===== src/rtl/mem_boot_pkg.sv =====
// Shared types and constants for the memory boot sequencer.
package mem_boot_pkg;

    localparam int unsigned IDX_W      = 8;
    localparam int unsigned IMEM_SHIFT = 2;
    localparam int unsigned DMEM_SHIFT = 3;
    localparam logic [6:0]  STOP_OPC   = 7'b1111110;

    typedef enum logic [2:0] {
        IDLE,
        LOAD_D,
        LOAD_I,
        RUN,
        DUMP_RD,
        DUMP_OUT,
        DONE
    } state_e;

    // Dump word address; the word index wraps within the 7-bit dmem index space.
    function automatic logic [63:0] dump_addr(input logic [6:0] base, input logic [7:0] k);
        logic [6:0] w;
        w = base + k[6:0];
        return 64'(w) << DMEM_SHIFT;
    endfunction

endpackage


===== src/rtl/boot_run_monitor.sv =====
// Run-phase monitor: cycle counter, STOP/timeout detection and test_id capture.
module boot_run_monitor import mem_boot_pkg::*; #(
    parameter int unsigned TIMEOUT = 99999,
    parameter int unsigned CNT_W   = 32
) (
    input  logic             clk,
    input  logic             arst,
    input  logic             clr,
    input  logic             run,
    input  logic             cpu_enable,
    input  logic [31:0]      cpu_instr,
    output logic             stop_c,
    output logic             tmo_c,
    output logic [CNT_W-1:0] cycle_count,
    output logic [3:0]       test_id,
    output logic             timeout
);

    logic unused_instr;
    assign unused_instr = ^cpu_instr[27:7];

    // STOP takes priority over a coincident timeout.
    assign stop_c = run && cpu_enable && (cpu_instr[6:0] == STOP_OPC);
    assign tmo_c  = run && !stop_c && (cycle_count == CNT_W'(TIMEOUT));

    always_ff @(posedge clk or posedge arst) begin
        if (arst) begin
            cycle_count <= '0;
            test_id     <= '0;
            timeout     <= 1'b0;
        end else if (clr) begin
            cycle_count <= '0;
            test_id     <= '0;
            timeout     <= 1'b0;
        end else begin
            if (run && !stop_c && !tmo_c) begin
                cycle_count <= cycle_count + CNT_W'(1);
            end
            if (stop_c) begin
                test_id <= cpu_instr[31:28];
            end
            if (tmo_c) begin
                timeout <= 1'b1;
            end
        end
    end

endmodule


===== src/rtl/mem_boot_seq.sv =====
// Boot sequencer: loads dmem then imem from the host, runs the cpu, dumps a dmem window.
module mem_boot_seq import mem_boot_pkg::*; #(
    parameter int unsigned IMEM_WORDS = 128,
    parameter int unsigned DMEM_WORDS = 128,
    parameter int unsigned TIMEOUT    = 99999,
    parameter int unsigned CNT_W      = 32
) (
    input  logic             clk,
    input  logic             arst,
    input  logic             start,
    input  logic [6:0]       dump_base,
    input  logic [7:0]       dump_len,
    input  logic             host_valid,
    output logic             host_ready,
    input  logic [63:0]      host_data,
    output logic             imem_wen,
    output logic [63:0]      imem_addr,
    output logic [31:0]      imem_wdata,
    output logic             dmem_wen,
    output logic             dmem_ren,
    output logic [63:0]      dmem_addr,
    output logic [63:0]      dmem_wdata,
    input  logic [63:0]      dmem_rdata,
    input  logic [31:0]      cpu_instr,
    output logic             cpu_enable,
    output logic             out_valid,
    input  logic             out_ready,
    output logic [63:0]      out_data,
    output logic [CNT_W-1:0] cycle_count,
    output logic [3:0]       test_id,
    output logic             timeout,
    output logic             done
);

    state_e           state_q, state_d;
    logic [IDX_W-1:0] idx_q, idx_d;
    logic [7:0]       k_q, k_d, len_q, len_d;
    logic [6:0]       base_q, base_d;
    logic [63:0]      out_data_d;
    logic             out_valid_d, cpu_enable_d, done_d;
    logic             clr_c, run_c, stop_c, tmo_c;

    assign run_c = (state_q == RUN);

    boot_run_monitor #(
        .TIMEOUT (TIMEOUT),
        .CNT_W   (CNT_W)
    ) u_run_monitor (
        .clk         (clk),
        .arst        (arst),
        .clr         (clr_c),
        .run         (run_c),
        .cpu_enable  (cpu_enable),
        .cpu_instr   (cpu_instr),
        .stop_c      (stop_c),
        .tmo_c       (tmo_c),
        .cycle_count (cycle_count),
        .test_id     (test_id),
        .timeout     (timeout)
    );

    always_ff @(posedge clk or posedge arst) begin
        if (arst) begin
            state_q    <= IDLE;
            idx_q      <= '0;
            k_q        <= '0;
            len_q      <= '0;
            base_q     <= '0;
            out_data   <= '0;
            out_valid  <= 1'b0;
            cpu_enable <= 1'b0;
            done       <= 1'b0;
        end else begin
            state_q    <= state_d;
            idx_q      <= idx_d;
            k_q        <= k_d;
            len_q      <= len_d;
            base_q     <= base_d;
            out_data   <= out_data_d;
            out_valid  <= out_valid_d;
            cpu_enable <= cpu_enable_d;
            done       <= done_d;
        end
    end

    always_comb begin
        state_d      = state_q;
        idx_d        = idx_q;
        k_d          = k_q;
        len_d        = len_q;
        base_d       = base_q;
        out_data_d   = out_data;
        out_valid_d  = out_valid;
        cpu_enable_d = cpu_enable;
        done_d       = done;
        clr_c        = 1'b0;
        host_ready   = 1'b0;
        imem_wen     = 1'b0;
        imem_addr    = '0;
        imem_wdata   = '0;
        dmem_wen     = 1'b0;
        dmem_ren     = 1'b0;
        dmem_addr    = '0;
        dmem_wdata   = '0;

        case (state_q)
            IDLE, DONE: begin
                if (start) begin
                    state_d = LOAD_D;
                    idx_d   = '0;
                    k_d     = '0;
                    base_d  = dump_base;
                    len_d   = dump_len;
                    done_d  = 1'b0;
                    clr_c   = 1'b1;
                end
            end
            LOAD_D: begin
                host_ready = 1'b1;
                if (host_valid) begin
                    dmem_wen   = 1'b1;
                    dmem_addr  = 64'(idx_q) << DMEM_SHIFT;
                    dmem_wdata = host_data;
                    if (idx_q == IDX_W'(DMEM_WORDS - 1)) begin
                        idx_d   = '0;
                        state_d = LOAD_I;
                    end else begin
                        idx_d = idx_q + IDX_W'(1);
                    end
                end
            end
            LOAD_I: begin
                host_ready = 1'b1;
                if (host_valid) begin
                    imem_wen   = 1'b1;
                    imem_addr  = 64'(idx_q) << IMEM_SHIFT;
                    imem_wdata = host_data[31:0];
                    if (idx_q == IDX_W'(IMEM_WORDS - 1)) begin
                        idx_d        = '0;
                        state_d      = RUN;
                        cpu_enable_d = 1'b1;
                    end else begin
                        idx_d = idx_q + IDX_W'(1);
                    end
                end
            end
            RUN: begin
                if (stop_c) begin
                    cpu_enable_d = 1'b0;
                    if (len_q == 8'd0) begin
                        state_d = DONE;
                        done_d  = 1'b1;
                    end else begin
                        state_d = DUMP_RD;
                    end
                end else if (tmo_c) begin
                    cpu_enable_d = 1'b0;
                    state_d      = DONE;
                    done_d       = 1'b1;
                end
            end
            DUMP_RD: begin
                dmem_ren  = 1'b1;
                dmem_addr = dump_addr(base_q, k_q);
                state_d   = DUMP_OUT;
            end
            DUMP_OUT: begin
                // out_valid low here means read data arrives this cycle.
                if (!out_valid) begin
                    out_data_d  = dmem_rdata;
                    out_valid_d = 1'b1;
                end else if (out_ready) begin
                    out_valid_d = 1'b0;
                    if (k_q == len_q - 8'd1) begin
                        state_d = DONE;
                        done_d  = 1'b1;
                    end else begin
                        k_d       = k_q + 8'd1;
                        dmem_ren  = 1'b1;
                        dmem_addr = dump_addr(base_q, k_q + 8'd1);
                    end
                end
            end
            default: state_d = IDLE;
        endcase
    end

endmodule


===== config.mk =====
export PLATFORM = sky130hd
export DESIGN_NAME = mem_boot_seq
export DESIGN_NICKNAME = d
export VERILOG_FILES = /design/src/rtl/mem_boot_pkg.sv /design/src/rtl/boot_run_monitor.sv /design/src/rtl/mem_boot_seq.sv
export SDC_FILE = /design/constraint.sdc
export NUM_CORES = 1
export LEC_CHECK = 0
export ABC_AREA = 1
export CORE_AREA = 10 10 192 194
export DETAILED_ROUTE_END_ITERATION = 10
export DIE_AREA = 0 0 202 204
export MAX_ROUTING_LAYER = met4
export PLACE_DENSITY_LB_ADDON = 0.05
export SKIP_LAST_GASP = 1
export SLEW_MARGIN = 20
export SYNTH_ARGS = -nofsm -noshare
export SYNTH_HDL_FRONTEND = slang
export SYNTH_SLANG_ARGS = --single-unit

===== constraint.sdc =====
create_clock -name clk -period 5.6 [get_ports clk]
set_input_delay 1.68 -clock clk [delete_from_list [all_inputs] [get_ports clk]]
set_output_delay 1.68 -clock clk [all_outputs]
set_load 0.01 [all_outputs]

# Word-level counts from Yosys, hierarchy flattened
# Cells that the tools add are included.
# totals
regBits	138
elab_cells	127
out_inout_bits	332
in_bits	180
# classes
addsub	6
n_reduce_logical	25
bitwise	1
n_mux	61
eq_ne	22
# op_table
operator	count
32-bit two-way mux	4
64-bit two-way mux	2
10-bit two-way mux	5
8-bit two-way mux	6
11-bit one-hot mux with 3 select lines	1
32-bit by 1-bit adder with 32-bit output, second input constant	1
32-bit by 17-bit equality test with 1-bit output, second input constant	1
8-bit one-hot mux with 2 select lines	2
3-bit two-way mux	10
1-bit two-way mux	23
2-bit inequality test, second input constant	9
3-bit one-hot mux with 6 select lines	1
8-bit by 1-bit adder with 8-bit output, second input constant	2
7-bit adder	2
2-bit nonzero test	6
11-bit two-way mux	1
3-bit equality test, second input constant	3
9-bit AND reduction	1
8-bit by 7-bit equality test with 1-bit output, second input constant	1
8-bit equality test	1
8-bit zero test	1
4-bit two-way mux	2
8-bit by 1-bit subtractor with 8-bit output, second input constant	1
7-bit equality test, second input constant	1
other kinds (18)	28

# Depth between registers and ports, before layout
# depth
word_depth	10
mapped_depth	14
depth_no_buf	14

# Cells and area by module
# From an unflattened synthesis, not the netlist that was laid out.
# unflattened
cells_unflattened	1262
area_unflattened_um2	9575.4
# by_module_without_submodules
module	instances	seq_area_each_um2	cells_each	area_per_inst_um2
mem_boot_seq	1	2527.4	848	7046.8
boot_run_monitor	1	925.9	414	2528.7

# Least setup slack after synthesis
# OpenSTA, ideal clock, no wires.
# synth_timing
path_type	in2out
from	in host_valid
to	out dmem_addr[10]
stages	6
t_required_ps	3920
setup_slack_ps	1156
arrival_ps	2764
path_buffers	2
path_cell_list	clkbuf_1 > inv_1 > nor2_2 > inv_2 > clkbuf_1 > nor2_1
# synth_via
elab_chain_len	2
# synth_lines
element	line_no	rtl
start: declaration	mem_boot_seq.sv:13	input logic host_valid,
11-bit two-way mux	mem_boot_seq.sv:120	if (host_valid) begin
11-bit one-hot mux with 3 select lines	mem_boot_seq.sv:106	case (state_q)
end: declaration	mem_boot_seq.sv:21	output logic [63:0] dmem_addr,
# No other way between the ends.

# Worst setup path in the final report
# layout_timing
from	in host_valid
to	out imem_wdata[14]
# layout_via
elab_chain_len	2
# layout_lines
element	line_no	rtl
32-bit two-way mux	mem_boot_seq.sv:134	if (host_valid) begin
32-bit two-way mux	mem_boot_seq.sv:106	
end: declaration	mem_boot_seq.sv:18	output logic [31:0] imem_wdata,
# No other way between the ends.

==> impl_metrics.json <==
{
  "fill_cells": 3454,
  "path_max_fanout": 40,
  "clkLatencyLatePin_ns": 0.44,
  "critPathRequiredTime_ns": 3.92,
  "grt_pass1_vias": 8741,
  "wirelength_um": 38000,
  "drt-vias-per-instance": 4.25,
  "end_kind": "primary output",
  "dr.pass1.iters": 5,
  "cts_resized": 0,
  "syn_area_um2": 9230,
  "r2r_start": "state_q[1]$_DFFE_PP0P_",
  "start_util": 0.279,
  "clk_pin_slew_ns": 0.07,
  "yosysWarnings": 0,
  "startpoint": "host_valid",
  "die_w_um": 202,
  "hold_viol": 0,
  "fin_crit_sh": 0.942,
  "p_comb_frac": 0.495,
  "final.setup.tns_ns": 0,
  "dp.final_hpwl_um": 30600,
  "drive_above_1_share": 0.0922,
  "grt.overflow.total": 0,
  "ios": 512,
  "drt_iter0_drc": 469,
  "die_h_um": 204,
  "vdd_ir_drop_max_mv": 0.293,
  "synth_cells": 1192,
  "yosysUniqueCellTypes": 46,
  "cp.arrival_ns": 3.60,
  "final_nets": 1758,
  "critical_path_class": "input pin to primary output",
  "switching_share": 0.409,
  "grt_max_degree": 78,
  "place.gp.congestion": 0.835,
  "numCtsBuffers": 17,
  "clkPwrFrac": 0.211,
  "drv_cap": 0,
  "h-tree-depth": 4,
  "post_cts.repair.setup_buffers": 0,
  "layoutNonFillerInstCount": 2022,
  "dp_cells": 1988,
  "final_util": 0.410,
  "setup_viol": 0,
  "avgSynthCellArea_um2": 7.75,
  "skew_ns": 0.0147,
  "grt_pass1_wl_um": 56800,
  "ant_nets": 0,
  "ys_seq_area_frac": 0.374,
  "max_freq_mhz": 190,
  "internal_power_w": 0.00313,
  "p_seq_frac": 0.294,
  "core.rowCount": 67,
  "fin_crit_ns": 5.28,
  "worst_pin_slew_ns": 0.751,
  "hp-class": "flip-flop to flip-flop",
  "route.detailed.drc": 0,
  "wl_per_cell_um": 18.8,
  "antenna_found_initial": 2,
  "syn_to_final_growth_pct": 46.9,
  "cts.sinks": 138,
  "hp-start": "done$_DFFE_PP0P_",
  "tritoncts": "built",
  "powerDensity_nw_per_um2": 391,
  "root_buffer": "clkbuf_16",
  "core_area_um2": 33100,
  "p_leak_nw": 6.08,
  "synth-seq-cells": 138,
  "relSlewSlack": 0.499,
  "power_switching_w": 0.00217,
  "rsz0062_at_grt": "false",
  "vias": 8603,
  "ctsHoldBuffers": 0,
  "drv_slew": 0,
  "holdWs_ns": 0.487,
  "outcome": "completed",
  "port_buffers": 378,
  "die-area_um2": 41200,
  "clockBufferDepth": 2,
  "track_usage": 0.185,
  "start_kind": "input pin"
}
## layout make-up
type / instances / area, um2 / area share
Clock buffer: 18 / 429 / 0.0316
Tap cell: 448 / 561 / 0.0413
Timing Repair Buffer: 384 / 3840 / 0.283
Antenna cell: 2 / 5.00 / 0.000369
Clock inverter: 14 / 126 / 0.00932
Sequential cell: 138 / 3450 / 0.255
Multi-Input combinational cell: 890 / 4650 / 0.343
Inverter: 128 / 490 / 0.0362
## layer usage
layer / global-route usage / routed length [um] / up-vias / part of all wire
met5: - / 0 / - / 0
met4: 0.0282 / 221 / 0 / 0.0058
met1: 0.224 / 16600 / 4035 / 0.44
li1: - / - / 4291 / -
met2: 0.292 / 18300 / 259 / 0.48
met3: 0.0694 / 2920 / 18 / 0.077
## synth_stat cells, drive strengths merged
cell type	count	share of area
o21ai	30	0.016
a21oi	21	0.013
inv	127	0.052
a22oi	1	0.00081
nand3	47	0.025
nor4	3	0.0020
xor2	23	0.022
o21bai	4	0.0045
nor3b	1	0.00081
a31oi	3	0.0020
a22o	3	0.0028
buf	134	0.11
clkinv	1	0.00041
or2	6	0.0041
fa	2	0.0043
o31ai	13	0.011
nor2	196	0.086
nor3	24	0.015
nand2	282	0.12
mux2	64	0.078
clkbuf	13	0.0054
conb	1	0.00041
o22ai	2	0.0014
nand4	24	0.017
dfrtp	138	0.37
xnor2	10	0.0095
ha	17	0.023
o21a	2	0.0016
## critical path, stage by stage
cell and delay, ns:
clkdlybuf4s50_1 0.48, inv_1 0.10, nor2_1 0.17, inv_1 0.07
buf_4 0.27, nor2_1 0.15, clkdlybuf4s50_1 0.63
## state kept, by name, summed over array words and instances, names as in the netlist
| name | flops |
|---|---|
| base_q | 7 |
| cpu_enable | 1 |
| u_run_monitor.test_id | 4 |
| k_q | 8 |
| state_q | 3 |
| done | 1 |
| out_valid | 1 |
| out_data | 64 |
| len_q | 8 |
| u_run_monitor.cycle_count | 32 |
| idx_q | 8 |
| u_run_monitor.timeout | 1 |
## cells by family (layout without fill, tap and decap cells)
group	Yosys count	in the layout	synth area share
adders and majority gates	19	19	0.0274
DFF	138	138	0.374
xor gates and xnor gates	33	33	0.0313
buffers and inverters	275	544	0.167
and+or+nand+nor	583	583	0.269
AOI/OAI and AO/OA	79	79	0.0526
other	1	114	0.000406
muxes	64	64	0.0780
## final timing paths
| kind | endpoint | slack, ns | depth (start not counted) |
|---|---|---|---|
| setup / recovery | imem_wdata[14] | 0.32 | 7 |
| hold / removal | done$_DFFE_PP0P_ | 0.49 | 2 |
| setup reg to reg | u_run_monitor.cycle_count[12]$_DFFE_PP0P_ | 2.86 | 8 |
| hold reg to reg | done$_DFFE_PP0P_ | 0.49 | 2 |
| max in group asynchronous | out_data[3]$_DFFE_PP0P_ | 2.97 | 3 |
| min in group asynchronous | out_data[41]$_DFFE_PP0P_ | 1.69 | 2 |
## per-stage QoR
stage | total power (W) | area, um2 | setup WS [ns]
finish | 0.00530 | 13600 | 0.325
floorplan | 0.00297 | 9650 | 0.224
global route | 0.00571 | 13600 | 0.190
CTS | 0.00540 | 13600 | 0.308
global placement | 0.00423 | 13000 | 0.363
detailed placement | 0.00424 | 13000 | 0.327
## power by group through the flow
| stage | logic [W] | registers (W) | clock network [W] |
|---|---|---|---|
| finish | 0.00263 | 0.00156 | 0.00112 |
| global route | 0.00289 | 0.00161 | 0.00120 |
| CTS | 0.00268 | 0.00156 | 0.00116 |
| detailed placement | 0.00267 | 0.00157 | 0 |
| global placement | 0.00267 | 0.00156 | 0 |
| floorplan | 0.00131 | 0.00166 | 0 |
## cell usage in the layout (no fill, tap or decap), drive strengths merged
| cell type | count |
|---|---|
| a21oi | 21 |
| a22o | 3 |
| a22oi | 1 |
| a31oi | 3 |
| buf | 6 |
| clkbuf | 18 |
| clkdlybuf4s50 | 378 |
| clkinv | 2 |
| clkinvlp | 2 |
| conb | 112 |
| dfrtp | 138 |
| diode | 2 |
| fa | 2 |
| ha | 17 |
| inv | 138 |
| mux2 | 64 |
| nand2 | 282 |
| nand3 | 47 |
| nand4 | 24 |
| nor2 | 196 |
| nor3 | 24 |
| nor3b | 1 |
| nor4 | 3 |
| o21a | 2 |
| o21ai | 30 |
| o21bai | 4 |
| o22ai | 2 |
| o31ai | 13 |
| or2 | 6 |
| xnor2 | 10 |
| xor2 | 23 |
No activity file was read; power rests on OpenSTA's default activity.
